`config.mk`:
```
export PLATFORM = sky130hd
export DESIGN_NAME = dmem_arbiter_flat
export DESIGN_NICKNAME = d
export VERILOG_FILES = /design/src/rtl/dmem_arbiter_if.sv /design/src/rtl/dmem_arbiter.sv /design/src/flat_wrapper.sv
export SDC_FILE = /design/constraint.sdc
export NUM_CORES = 1
export LEC_CHECK = 0
export BUFFER_PORTS_ARGS = -buffer_cell sky130_fd_sc_hd__buf_2
export CORE_MARGIN = 5
export CORE_UTILIZATION = 26
export CTS_BUF_LIST = sky130_fd_sc_hd__clkbuf_2 sky130_fd_sc_hd__clkbuf_4 sky130_fd_sc_hd__clkbuf_8
export DETAILED_ROUTE_END_ITERATION = 8
export PLACE_DENSITY_LB_ADDON = 0.25
export SETUP_SLACK_MARGIN = 0.2
export SYNTH_ARGS = -nofsm -noshare
export SYNTH_HDL_FRONTEND = slang
export SYNTH_SLANG_ARGS = --single-unit
```
`constraint.sdc`:
```
create_clock -name clock -period 1.1 [get_ports clock]
set_input_delay 0.11 -clock clock [delete_from_list [all_inputs] [get_ports clock]]
set_output_delay 0.11 -clock clock [all_outputs]
set_load 0.02 [all_outputs]
```
`src/rtl/dmem_arbiter_if.sv`:
```
// Bus bundle between the data-memory arbiter, its two requesters (P, H) and the RAM.
// slave  : arbiter view (takes requests, drives grants, read returns and the RAM port)
// master : environment view (requesters and RAM)
interface dmem_arbiter_if #(
   parameter int AW = 8,
   parameter int DW = 16
);
   logic          p_req;
   logic [AW-1:0] p_addr;
   logic          p_wr;
   logic [DW-1:0] p_wdata;
   logic          p_gnt;
   logic          p_rvalid;
   logic [DW-1:0] p_rdata;

   logic          h_req;
   logic [AW-1:0] h_addr;
   logic          h_wr;
   logic [DW-1:0] h_wdata;
   logic          h_lock;
   logic          h_gnt;
   logic          h_rvalid;
   logic [DW-1:0] h_rdata;

   logic [AW-1:0] mem_addr;
   logic          mem_wr;
   logic [DW-1:0] mem_wdata;
   logic [DW-1:0] mem_q;

   modport slave (
      input  p_req, p_addr, p_wr, p_wdata,
      input  h_req, h_addr, h_wr, h_wdata, h_lock,
      input  mem_q,
      output p_gnt, p_rvalid, p_rdata,
      output h_gnt, h_rvalid, h_rdata,
      output mem_addr, mem_wr, mem_wdata
   );

   modport master (
      output p_req, p_addr, p_wr, p_wdata,
      output h_req, h_addr, h_wr, h_wdata, h_lock,
      output mem_q,
      input  p_gnt, p_rvalid, p_rdata,
      input  h_gnt, h_rvalid, h_rdata,
      input  mem_addr, mem_wr, mem_wdata
   );
endinterface

```
`src/rtl/dmem_arbiter.sv`:
```
// dmem_arbiter: round-robin arbiter sharing one single-port synchronous RAM between
// the processor port (P) and the host loader/debug port (H). One access per cycle,
// same-cycle grant, read data returned one cycle after the grant.
//
// Optional host lock, enabled by defining ARB_LOCK_EN:
//   state  | meaning
//   ARB    | normal round-robin between P and H
//   LOCK_H | host owns the RAM; P is never granted, up to MAX_LOCK host grants
// Without ARB_LOCK_EN, h_lock is ignored and there is no lock state or counter.
module dmem_arbiter #(
   parameter int AW       = 8,
   parameter int DW       = 16,
   parameter int MAX_LOCK = 16
) (
   input logic           clock,
   input logic           reset,
   dmem_arbiter_if.slave bus
);

   localparam logic RR_P = 1'b0;
   localparam logic RR_H = 1'b1;

   logic rr_last;
   logic p_win;
   logic h_win;
   logic lock_h;
   logic p_rvalid_q;
   logic h_rvalid_q;

`ifdef ARB_LOCK_EN
   localparam int LW = $clog2(MAX_LOCK + 1);

   typedef enum logic {ARB, LOCK_H} state_t;

   state_t        state_q;
   state_t        state_d;
   logic [LW-1:0] lock_cnt_q;
   logic [LW-1:0] lock_cnt_d;

   // lock FSM state and grant counter
   always_ff @(posedge clock or posedge reset) begin
      if (reset) begin
         state_q    <= ARB;
         lock_cnt_q <= '0;
      end else begin
         state_q    <= state_d;
         lock_cnt_q <= lock_cnt_d;
      end
   end

   // lock entry on a locked host grant; exit on lock release or after MAX_LOCK grants
   always_comb begin
      state_d    = state_q;
      lock_cnt_d = lock_cnt_q;
      case (state_q)
         ARB: begin
            // with MAX_LOCK=1 the entering grant already exhausts the budget
            if (h_win && bus.h_lock && (MAX_LOCK > 1)) begin
               state_d    = LOCK_H;
               lock_cnt_d = LW'(1);
            end
         end
         LOCK_H: begin
            if (!bus.h_lock) begin
               state_d = ARB;
            end else if (h_win) begin
               lock_cnt_d = lock_cnt_q + LW'(1);
               if (int'(lock_cnt_q) + 1 >= MAX_LOCK) state_d = ARB;
            end
         end
         default: state_d = ARB;
      endcase
   end

   assign lock_h = (state_q == LOCK_H);
`else
   logic unused_cfg;
   assign unused_cfg = bus.h_lock & (MAX_LOCK >= 1);
   assign lock_h     = 1'b0;
`endif

   // pick the winner; nothing is granted while reset is held
   always_comb begin
      p_win = 1'b0;
      h_win = 1'b0;
      if (!reset) begin
         if (lock_h) begin
            h_win = bus.h_req;
         end else if (bus.p_req && bus.h_req) begin
            p_win = (rr_last == RR_H);
            h_win = (rr_last == RR_P);
         end else begin
            p_win = bus.p_req;
            h_win = bus.h_req;
         end
      end
   end

   // RAM port carries the winner's fields, idle-zero otherwise so no write leaks out
   always_comb begin
      bus.mem_addr  = '0;
      bus.mem_wr    = 1'b0;
      bus.mem_wdata = '0;
      if (p_win) begin
         bus.mem_addr  = bus.p_addr;
         bus.mem_wr    = bus.p_wr;
         bus.mem_wdata = bus.p_wdata;
      end else if (h_win) begin
         bus.mem_addr  = bus.h_addr;
         bus.mem_wr    = bus.h_wr;
         bus.mem_wdata = bus.h_wdata;
      end
   end

   // remember the last winner; reset to H so P wins the first tie
   always_ff @(posedge clock or posedge reset) begin
      if (reset) begin
         rr_last <= RR_H;
      end else if (p_win) begin
         rr_last <= RR_P;
      end else if (h_win) begin
         rr_last <= RR_H;
      end
   end

   // read-return flags, one cycle behind a granted read; reset drops any pending one
   always_ff @(posedge clock or posedge reset) begin
      if (reset) begin
         p_rvalid_q <= 1'b0;
         h_rvalid_q <= 1'b0;
      end else begin
         p_rvalid_q <= p_win & ~bus.p_wr;
         h_rvalid_q <= h_win & ~bus.h_wr;
      end
   end

   assign bus.p_gnt    = p_win;
   assign bus.h_gnt    = h_win;
   assign bus.p_rvalid = p_rvalid_q;
   assign bus.h_rvalid = h_rvalid_q;
   assign bus.p_rdata  = bus.mem_q;
   assign bus.h_rdata  = bus.mem_q;

endmodule

```
`src/flat_wrapper.sv`:
```
// flat-port wrapper written by rule: the top's interface ports become plain ports
module dmem_arbiter_flat 
#(
   parameter int AW       = 8,
   parameter int DW       = 16,
   parameter int MAX_LOCK = 16
)
  (clock, reset, bus_p_req, bus_p_addr, bus_p_wr, bus_p_wdata, bus_h_req, bus_h_addr, bus_h_wr, bus_h_wdata, bus_h_lock, bus_mem_q, bus_p_gnt, bus_p_rvalid, bus_p_rdata, bus_h_gnt, bus_h_rvalid, bus_h_rdata, bus_mem_addr, bus_mem_wr, bus_mem_wdata);
  dmem_arbiter_if #(.AW(AW), .DW(DW)) bus_i ();
  input logic clock;
  input logic reset;
  input wire logic [$bits(bus_i.p_req)-1:0] bus_p_req;
  input wire logic [$bits(bus_i.p_addr)-1:0] bus_p_addr;
  input wire logic [$bits(bus_i.p_wr)-1:0] bus_p_wr;
  input wire logic [$bits(bus_i.p_wdata)-1:0] bus_p_wdata;
  input wire logic [$bits(bus_i.h_req)-1:0] bus_h_req;
  input wire logic [$bits(bus_i.h_addr)-1:0] bus_h_addr;
  input wire logic [$bits(bus_i.h_wr)-1:0] bus_h_wr;
  input wire logic [$bits(bus_i.h_wdata)-1:0] bus_h_wdata;
  input wire logic [$bits(bus_i.h_lock)-1:0] bus_h_lock;
  input wire logic [$bits(bus_i.mem_q)-1:0] bus_mem_q;
  output wire logic [$bits(bus_i.p_gnt)-1:0] bus_p_gnt;
  output wire logic [$bits(bus_i.p_rvalid)-1:0] bus_p_rvalid;
  output wire logic [$bits(bus_i.p_rdata)-1:0] bus_p_rdata;
  output wire logic [$bits(bus_i.h_gnt)-1:0] bus_h_gnt;
  output wire logic [$bits(bus_i.h_rvalid)-1:0] bus_h_rvalid;
  output wire logic [$bits(bus_i.h_rdata)-1:0] bus_h_rdata;
  output wire logic [$bits(bus_i.mem_addr)-1:0] bus_mem_addr;
  output wire logic [$bits(bus_i.mem_wr)-1:0] bus_mem_wr;
  output wire logic [$bits(bus_i.mem_wdata)-1:0] bus_mem_wdata;
  assign bus_i.p_req = bus_p_req;
  assign bus_i.p_addr = bus_p_addr;
  assign bus_i.p_wr = bus_p_wr;
  assign bus_i.p_wdata = bus_p_wdata;
  assign bus_i.h_req = bus_h_req;
  assign bus_i.h_addr = bus_h_addr;
  assign bus_i.h_wr = bus_h_wr;
  assign bus_i.h_wdata = bus_h_wdata;
  assign bus_i.h_lock = bus_h_lock;
  assign bus_i.mem_q = bus_mem_q;
  assign bus_p_gnt = bus_i.p_gnt;
  assign bus_p_rvalid = bus_i.p_rvalid;
  assign bus_p_rdata = bus_i.p_rdata;
  assign bus_h_gnt = bus_i.h_gnt;
  assign bus_h_rvalid = bus_i.h_rvalid;
  assign bus_h_rdata = bus_i.h_rdata;
  assign bus_mem_addr = bus_i.mem_addr;
  assign bus_mem_wr = bus_i.mem_wr;
  assign bus_mem_wdata = bus_i.mem_wdata;
  dmem_arbiter #(.AW(AW), .DW(DW), .MAX_LOCK(MAX_LOCK)) u_core (.clock(clock), .reset(reset), .bus(bus_i));
endmodule
```
Yosys cells after proc, flatten, opt, wreduce, memory -nomap -nowiden
Cells that the tools add are included.
Word-level totals
  register bits after elaboration: 3
  output and inout bits: 61
Cells by class
  reduce and logical (&&, ||, !) cells: 2
  multiplexer cells: 12
  bitwise logic cells: 5
Operators with widths (number)
  16-bit two-way mux: 2
  8-bit two-way mux: 2
  1-bit two-way mux: 8
  1-bit NOT: 3
  1-bit AND: 2
  2-bit nonzero test: 1
  1-bit logical AND: 1

Longest topological paths before layout
  depth after elaboration: 5
  gate-level depth with buffers: 5

Least setup slack after synthesis
Ideal clock, no wire load.
  kind: flip-flop to output port
  start: register u_core.rr_last
  end: output port bus_mem_addr[2]
  path buffers: 2
  arrival: 1294 ps
  setup slack: -304 ps
  cell stages (with the launch flop): 6
  cell sequence: dfstp_2 nand2b_1 buf_6 buf_8 a32oi_1 nor2_1
Between the ends
  longest elaborated chain between the ends: 5
  elaborated cells on any way between the ends: 7
Ends and longest elaborated chain
  from (decl): line dmem_arbiter.sv:23  | logic rr_last;
  from (signal assigned): line dmem_arbiter.sv:118  | rr_last <= RR_H;
  from (signal assigned): line dmem_arbiter.sv:120  | rr_last <= RR_P;
  from (signal assigned): line dmem_arbiter.sv:122  | rr_last <= RR_H;
  1-bit NOT: line dmem_arbiter.sv:91  | h_win = (rr_last == RR_P);
  1-bit two-way mux: line dmem_arbiter.sv:89  | end else if (bus.p_req && bus.h_req) begin
  1-bit two-way mux: line dmem_arbiter.sv:86  | if (!reset) begin
  8-bit two-way mux: line dmem_arbiter.sv:108  | end else if (h_win) begin
  8-bit two-way mux (*): line dmem_arbiter.sv:104  | if (p_win) begin
  to (decl): line flat_wrapper.sv:28  | output wire logic [$bits(bus_i.mem_addr)-1:0] bus_mem_addr;
Every way passes the cells marked *; elsewhere a longest branch is shown, timed or not.

Final worst setup path
  start: register u_core.rr_last
  end: output port bus_mem_wr
Between the ends
  longest elaborated chain between the ends: 5
  elaborated cells on any way between the ends: 7
Ends and longest elaborated chain
  1-bit NOT: line dmem_arbiter.sv:91
  1-bit two-way mux: line dmem_arbiter.sv:89
  1-bit two-way mux: line dmem_arbiter.sv:86
  1-bit two-way mux: line dmem_arbiter.sv:108
  1-bit two-way mux (*): line dmem_arbiter.sv:104
  to (decl): line flat_wrapper.sv:29  | output wire logic [$bits(bus_i.mem_wr)-1:0] bus_mem_wr;
Marked as above.

==> flow_metrics.tcl <==
set metrics [dict create \
    path_buf_inv 3 \
    worstPathMaxFanout 12 \
    io_buffers 82 \
    grtUsageTotal_pct 15.1 \
    clk-insertion-delay-late_ns 0.24 \
    start_kind "flip-flop" \
    std_cell_rows 20 \
    first_pass_iters 4 \
    htreeDepth 1 \
    cts.path.max_buffers 2 \
    initial_utilization_pct 26.5 \
    crit_slowest_cell "dfstp_2" \
    synth_top_area_share_pct 32.4 \
    critPathKind "flip-flop to output pin" \
    skew_ns 0.00433 \
    routedWlPerCell_um 17.6 \
    synthCells 107 \
    fin_crit_sh_pct 146 \
    cp.arrival_ns 1.50 \
    power_mw 1.28 \
    cts_tree "yes" \
    cts.sink_count 3 \
    coreArea_um2 2980 \
    period_needed_ns 1.61 \
    finalNetCount 237 \
    dieArea_um2 4230 \
    tightest_slew_ns 0.420 \
    finalWirelength_um 3490 \
    max_stage_delay_ns 0.55 \
    root_buffer "clkbuf_4" \
    grt_use_met1_pct 15.3 \
    maxCapViolations 0 \
    ys_top_cells_by_area "buf_4 32%, a32oi_1 28%, nor2_1 12%, dfrtp_1 6.3%, buf_8 3.8%" \
    p_per_area_nw_per_um2 832 \
    synth_top_area_cell "buf_4" \
    setup_viol 29 \
    startpoint "u_core.rr_last$_DFFE_PP1P_" \
    final_max_slew_viol_count 0 \
    drc 0 \
    path_common_cell "buf_4" \
    clkTransAtPathRegs_ns 0.04 \
    ys_seq_elements 3 \
    synthFlopType "dfrtp_1" \
    hold_viol_final 0 \
    synth.avg_cell_area_um2 7.37 \
    violations "setup timing" \
    crit_required_ns 0.99 \
    drive_above_1_share_pct 93.9 \
    busiest_layer "met2" \
    synth_common_cells "34 x buf_4, 25 x a32oi_1, 25 x nor2_1" \
    ys_seq_area_share_pct 9.68 \
    critical_path.top_delay_family "flip-flops" \
    first_global_vias 1064 \
    drt_iter0_markers 9 \
    cts_buffers 3 \
    hold_slack_ns 0.0633 \
    fmax_mhz 621 \
    min-delay-start "bus_p_wr" \
    die_h_um 65.1 \
    yosysUniqueCellTypes 18 \
    routed-via-count 1013 \
    grt.overflow.total 0 \
    r2r-start "u_core.rr_last$_DFFE_PP1P_" \
    antennaDiodeCount 0 \
    synth_most_common_cell "buf_4" \
    die_x_um 65.1 \
    rsz0062_at_grt "yes" \
    io_pins 132 \
    syn_nets 178 \
    cellLeakagePower_nw 0.694 \
    synthesis.area_um2 788 \
    setup_ws_ns -0.510 \
    grt_pass1_wl_um 5030 \
    dp_hpwl_um 2280 \
    via_per_inst 5.12 \
    endpoint_kind "output pin" \
    vdd_drop_max_uv 418 \
    ant_nets 0 \
    synth_edf_count 0 \
    yosysWarnings 0 \
    grt_max_degree 28 \
    use_met2_pct 29.0 \
    hp-class "primary input to flip-flop" \
    gp_congestion 0.725 \
    async_reset_ff_share_pct 100 \
    syn_to_final_growth_pct 95.2 \
    crit_chain "buf_4, a21boi_4, buf_12, a32oi_2, nor2_2, buf_4" \
    status "finished with violations" \
    slew_headroom_pct 72.0 \
    met3_usage_pct 3.99 \
    grt_antenna_before_repair 0 \
]
==> logic make-up (layout without fill, tap and decap cells) <==
logic type             after synthesis  count (layout)  share of synthesized area, %
AO/OA/AOI/OAI                       28              29                          31.4
buffers and inverters               44             101                          41.6
flip-flops                           3               3                          9.68
AND/OR/NAND/NOR                     32              32                          17.3
==> report_power, final <==
part / total (mW) / switching [mW] / leakage [nW] / internal (mW)
clock: 0.223 / 0.0624 / 0.0184 / 0.161
combinational: 0.922 / 0.456 / 0.638 / 0.466
sequential: 0.135 / 0.00801 / 0.0377 / 0.127
total: 1.28 / 0.527 / 0.694 / 0.754
==> placed cells by master, fill, tap and decap left out <==
cell type,n
dfrtp_1,2
nor2_2,25
buf_4,13
dlygate4sd3_1,1
buf_2,55
nor2b_2,1
a32oi_1,1
inv_1,1
a32oi_2,24
nand2b_4,1
a21boi_4,2
clkbuf_4,4
clkbuf_16,1
nand2_1,1
a21oi_1,1
and2b_2,1
buf_6,23
nand2b_1,2
nor2b_1,1
buf_12,3
dfstp_2,1
o21ai_2,1
==> stage by stage <==
step | TNS (ns) | cell area (µm²) | util (%) | worst slack, ns | std cells
after floorplan | -5.33 | 852 | - | -0.230 | 107
after global placement | -8.43 | 1020 | 34.2 | -0.344 | 184
after detailed placement | -9.85 | 1020 | 34.2 | -0.407 | 184
after CTS | -12.61 | 1340 | 45.1 | -0.488 | 195
after global routing | -15.13 | 1540 | 51.7 | -0.575 | 198
final | -13.11 | 1540 | 51.7 | -0.510 | 198
==> sequential cells by signal, summed over array words and instances (netlist names) <==
signal and cells:
u_core.bus.h_rvalid 1, u_core.bus.p_rvalid 1, u_core.rr_last 1
==> cell type report <==
type,instances,area [µm²]
fillers,294,1440
repair buffers,96,727
multi-input cells,61,661
flip-flops and latches,3,76.3
well taps,33,41.3
clock buffers,4,30.0
inverters,1,3.75
==> routing by layer <==
layer / part of all wire, % / vias up / wire length, µm
met3: 8.6 / 9 / 300
met5: 0 / - / 0
met1: 35 / 470 / 1230
met2: 55 / 60 / 1930
li1: - / 474 / -
met4: 0.86 / 0 / 30
==> path summary, 6_finish.rpt <==
kind / to / slack, ns / cells past startpoint
worst min-delay path: u_core.bus.p_rvalid$_DFF_PP0_ / 0.06 / 2
max in group asynchronous: u_core.rr_last$_DFFE_PP1P_ / 0.47 / 3
worst max-delay path: bus_mem_wr / -0.51 / 6
worst max register to register: u_core.bus.p_rvalid$_DFF_PP0_ / -0.10 / 4
min in group asynchronous: u_core.bus.p_rvalid$_DFF_PP0_ / 0.42 / 3
worst min register to register: u_core.rr_last$_DFFE_PP1P_ / 0.65 / 3
==> what timing repair did <==
item	4_1_cts	5_1_grt
endpoints found under the hold margin	2	0
hold buffers	1	0
cloned	2	1
pin swaps	4	5
setup endpoints to repair	29	30
gates resized for setup	52	31
buffers inserted	4	2
Power figures use the tool's default switching activity.
